==> config.mk <==
export PLATFORM = sky130hd
export DESIGN_NAME = regfile_2r1w
export DESIGN_NICKNAME = d
export VERILOG_FILES = /design/src/rtl/regfile_pkg.sv /design/src/rtl/register32.sv /design/src/rtl/regfile_2r1w.sv
export SDC_FILE = /design/constraint.sdc
export NUM_CORES = 2
export LEC_CHECK = 0
export BUFFER_PORTS_ARGS = -buffer_cell sky130_fd_sc_hd__buf_2
export CORE_ASPECT_RATIO = 0.75
export CORE_MARGIN = 5
export CORE_UTILIZATION = 46
export CTS_CLUSTER_DIAMETER = 50
export DETAILED_ROUTE_END_ITERATION = 12
export PLACE_DENSITY = 0.63
export SYNTH_ARGS = -nofsm -noshare
export SYNTH_HDL_FRONTEND = slang
export SYNTH_SLANG_ARGS = --single-unit
==> constraint.sdc <==
create_clock -name clock -period 1.7 [get_ports clock]
set_input_delay 0.085 -clock clock [delete_from_list [all_inputs] [get_ports clock]]
set_output_delay 0.085 -clock clock [all_outputs]
set_load 0.1 [all_outputs]
==> src/rtl/regfile_pkg.sv <==
// ---------------------------------------------------------------------------
// regfile_pkg
// Shared constants for the 2-read / 1-write register file.
//   RF_DATA_W    : default register width in bits
//   RF_NUM_REGS  : number of entries (fixed at 32, matches the 5-bit address)
//   RF_ADDR_W    : address width of the write and read ports
//   RF_RESET_VAL : value every entry takes on reset
// ---------------------------------------------------------------------------
package regfile_pkg;

  localparam int RF_DATA_W    = 32;
  localparam int RF_NUM_REGS  = 32;
  localparam int RF_ADDR_W    = 5;
  localparam int RF_RESET_VAL = 0;

endpackage : regfile_pkg

==> src/rtl/register32.sv <==
// ---------------------------------------------------------------------------
// register32
// One register-file entry: a DATA_W-bit register with write enable and an
// asynchronous active-low clear.
// Ports:
//   clock        : rising-edge clock
//   ctrl_reset_n : asynchronous active-low clear to RF_RESET_VAL
//   wr_en        : load d at the next rising edge
//   d            : data to load
//   q            : stored value
// ---------------------------------------------------------------------------
module register32
  import regfile_pkg::*;
#(
  parameter int DATA_W = RF_DATA_W
) (
  input  logic              clock,
  input  logic              ctrl_reset_n,
  input  logic              wr_en,
  input  logic [DATA_W-1:0] d,
  output logic [DATA_W-1:0] q
);

  always_ff @(posedge clock or negedge ctrl_reset_n) begin
    if (!ctrl_reset_n) begin
      q <= DATA_W'(RF_RESET_VAL);
    end else if (wr_en) begin
      q <= d;
    end
  end

endmodule : register32

==> src/rtl/regfile_2r1w.sv <==
// ---------------------------------------------------------------------------
// regfile_2r1w
// 32-entry register file with two combinational read ports and one
// synchronous write port. Entry 0 is hardwired to zero.
// Optional build macro: REGFILE_BYPASS_EN -- when defined, a read that
// addresses the entry being written in the same cycle returns the write data
// (write-first). Address 0 is never bypassed. Default build: no bypass, the
// read returns the pre-write value.
// Ports:
//   clock            : sole clock, all state updates on its rising edge
//   ctrl_reset_n     : asynchronous active-low reset, clears every entry
//   ctrl_writeEnable : write strobe
//   ctrl_writeReg    : write address
//   data_writeReg    : write data
//   ctrl_readRegA/B  : read addresses for ports A and B
//   data_readRegA/B  : read data for ports A and B
// ---------------------------------------------------------------------------
module regfile_2r1w
  import regfile_pkg::*;
#(
  parameter int DATA_W   = RF_DATA_W,
  parameter int NUM_REGS = RF_NUM_REGS
) (
  input  logic                 clock,
  input  logic                 ctrl_reset_n,
  input  logic                 ctrl_writeEnable,
  input  logic [RF_ADDR_W-1:0] ctrl_writeReg,
  input  logic [DATA_W-1:0]    data_writeReg,
  input  logic [RF_ADDR_W-1:0] ctrl_readRegA,
  input  logic [RF_ADDR_W-1:0] ctrl_readRegB,
  output logic [DATA_W-1:0]    data_readRegA,
  output logic [DATA_W-1:0]    data_readRegB
);

  logic [NUM_REGS-1:0] wr_sel;
  logic [DATA_W-1:0]   entry_q [NUM_REGS];
  logic                unused_wr_sel0;

  // One-hot write select. Bit 0 decodes but drives no storage, so writes to
  // address 0 are discarded.
  always_comb begin
    wr_sel = '0;
    if (ctrl_writeEnable) begin
      wr_sel[ctrl_writeReg] = 1'b1;
    end
  end

  assign unused_wr_sel0 = wr_sel[0];

  assign entry_q[0] = DATA_W'(RF_RESET_VAL);

  for (genvar i = 1; i < NUM_REGS; i++) begin : g_entry
    register32 #(
      .DATA_W (DATA_W)
    ) u_entry (
      .clock        (clock),
      .ctrl_reset_n (ctrl_reset_n),
      .wr_en        (wr_sel[i]),
      .d            (data_writeReg),
      .q            (entry_q[i])
    );
  end

  // Two independent 32:1 read multiplexers.
  always_comb begin
    data_readRegA = entry_q[ctrl_readRegA];
    data_readRegB = entry_q[ctrl_readRegB];
`ifdef REGFILE_BYPASS_EN
    // Write-first forwarding; suppressed during reset so reads stay at zero.
    if (ctrl_reset_n && ctrl_writeEnable && (ctrl_writeReg != '0)) begin
      if (ctrl_readRegA == ctrl_writeReg) begin
        data_readRegA = data_writeReg;
      end
      if (ctrl_readRegB == ctrl_writeReg) begin
        data_readRegB = data_writeReg;
      end
    end
`endif
  end

endmodule : regfile_2r1w

==> flow_summary.ini <==
[final_layout]
largest_register_ff_count = 992
seqCellArea_sq_um = 24800
layout_common_cells = 1056 x mux2_2, 992 x dfrtp_1, 395 x buf_4
final_area_sq_um = 66300
drive_gt1_share_pct = 60.6
nFillCells = 9028
fin_util_pct = 57.5
final_common_cell = mux2_2
area_growth_pct = 24.8
nets = 4054
multi_input_area_sq_um = 28000
top_regs = g_entry.u_entry.q (992)
regMostFlops = g_entry.u_entry.q

[placement]
dpl.hpwl_mm = 118
place_ws_ns = -0.645
dpl_cell_area_sq_um = 61800
numPortBuffers = 113
place_congestion = 0.852

[clocking]
clk_pin_slew_worst_paths_ns = 0.06
cts_inserted_buffers = 108
h-tree-depth = 3
clock-root-buffer = clkbuf_16
cts_num_sinks = 992
clkLatencyLatePin_ns = 0.70
cts_tree = built
cts_max_path_buffers = 3

[grt]
grt_pass1_vias = 37300
antenna_found_initial = 9
grt-ovfl-total = 0
grtUsageTotal_pct = 28.0
grt_pass1_wl_mm = 257
grt_max_degree = 83

[timing]
setup_slack_ns = -0.873
min_period_ns = 2.57
hold_viol = 0
finalSetupViolCount = 64
max_slew_margin_pct = 46.4
skew_ns = 0
timing.final.crit_share_pct = 151
rsz0062_at_grt = true
max_freq_mhz = 389
worst_slew_pin_slew_ns = 0.802
drv_slew = 0
tns_ns = -47.63

[die]
die_h_microns = 304
io_pins = 114
rows = 108
core_area_sq_um = 115000
die_area_sq_um = 123000
initial_core_util_pct = 46.1
fp.dieW_microns = 403

[synth]
yosysSeqAreaShare_pct = 46.7
synth.avg_cell_area_sq_um = 14.8
synthArstFlopShare_pct = 100
synth_area_sq_um = 53200
synth_cells = 3597
synth_top_flop_cell = dfrtp_1
synth_edf_count = 0
syn_nets = 3647
ys_types = 28
ys_warn_count = 0
ys_ff_latch = 992

[hold_path]
holdCritPathClass = primary input to flip-flop
min_path_cells = 2

[route]
drt_iter0_markers = 2973
viasPerCell = 6.42
wl_per_cell_microns = 30.5
num_vias = 36200
wl_mm = 172
dr.pass1.iters = 5
drc_errors = 0
ant_nets = 0

[critical_path]
endpoint_kind = output pin
required_ns = 1.62
arrival_ns = 2.49
r2r_cells = 3
critPathMaxFanout = 2
critPathLaunchType = flip-flop
path_class = flip-flop to output pin

[power]
pwr-share-comb_pct = 26.7
ir_worst_vdd_v = 0.00104
power.switching_mw = 22.6
pwr-share-clk_pct = 31.7
fin_total_pwr_mw = 76.0
leakagePower_nw = 29.0
swShare_pct = 29.7
p_per_area_nw_per_um2 = 1150
internal_power_mw = 53.4
p_seq_share_pct = 41.6

[outcome]
outcome = finished with violations
violations = setup timing

[job]
drv_cap = 0
==> cell families after synthesis <==
| group | Yosys count | synth area share (%) |
|---|---|---|
| mux | 1632 | 42.3 |
| flops | 992 | 46.7 |
| compound gates | 448 | 6.33 |
| buf+inv | 399 | 3.39 |
| simple gates | 126 | 1.33 |
==> stage by stage <==
stage                     cells  hold WS [ns]
after floorplan            3597        -0.211
after global placement     5415      -0.00343
after detailed placement   5415      -0.00150
after CTS                  5629       0.00135
after global routing       5635        0.0292
final                      5636        0.0415
==> path summary, 6_finish.rpt <==
check	from	endpoint	slack (ns)
min in group asynchronous	ctrl_reset_n	g_entry[31].u_entry.q[23]	0.12
hold / removal	data_writeReg[24]	g_entry[10].u_entry.q[24]	0.04
setup / recovery	g_entry[27].u_entry.q[5]	data_readRegA[5]	-0.87
max in group asynchronous	ctrl_reset_n	g_entry[11].u_entry.q[31]	0.44
hold reg to reg	g_entry[30].u_entry.q[17]	g_entry[30].u_entry.q[17]	0.52
setup reg to reg	g_entry[30].u_entry.q[14]	g_entry[30].u_entry.q[14]	0.70
==> routing by layer <==
layer	wire length [microns]	global-route usage [%]	vias up
met2	76900	42.1	1364
met1	77900	42.2	19700
met5	0	0	-
met3	12400	5.44	276
met4	4640	7.05	0
li1	-	-	14800
==> worst max-delay path, stage by stage, from the launching register on <==
cell and delay, ns:
dfrtp_1 0.38, buf_4 0.13, mux4_2 0.44, a22o_1 0.23, o21ai_2 0.25, o31ai_4 0.15
buf_12 0.19
==> cells in the mapped netlist, types with 64 or more instances <==
master	number	share of area (%)
and2_1	66	0.78
o21ai_1	64	0.60
mux4_2	384	16
dfrtp_1	992	47
a22o_1	192	3.2
a211oi_1	64	0.90
mux2i_1	192	3.6
o22ai_1	64	0.75
clkbuf_1	208	1.5
buf_2	86	0.81
o31ai_1	64	0.90
mux2_2	1056	22
==> final cells by class <==
class | instances | share of cell area (%)
inverters | 2 | 0.0113
multi-input cells | 2206 | 42.2
diodes | 3 | 0.0113
flip-flops and latches | 992 | 37.4
clock buffers | 148 | 4.67
well taps | 1540 | 2.91
clock inverters | 51 | 0.762
repair buffers | 694 | 12.0
==> what timing repair did <==
| item | CTS | global route |
|---|---|---|
| endpoints found under the setup margin | 64 | 64 |
| pin swaps | 151 | 31 |
| resized for setup | 163 | 24 |
| setup buffers | 5 | 4 |
| hold buffers | 18 | 0 |
| endpoints found under the hold margin | 1295 | 0 |
==> power groups by stage <==
stage	Clock, mW	Combinational (mW)	Sequential, mW
after floorplan	0	14.1	30.7
after global placement	0	19.2	31.7
after detailed placement	0	19.6	31.9
after CTS	24.5	20.2	31.5
after global routing	25.5	21.5	32.2
final	24.1	20.3	31.6
(Power assumes the default switching activity.)
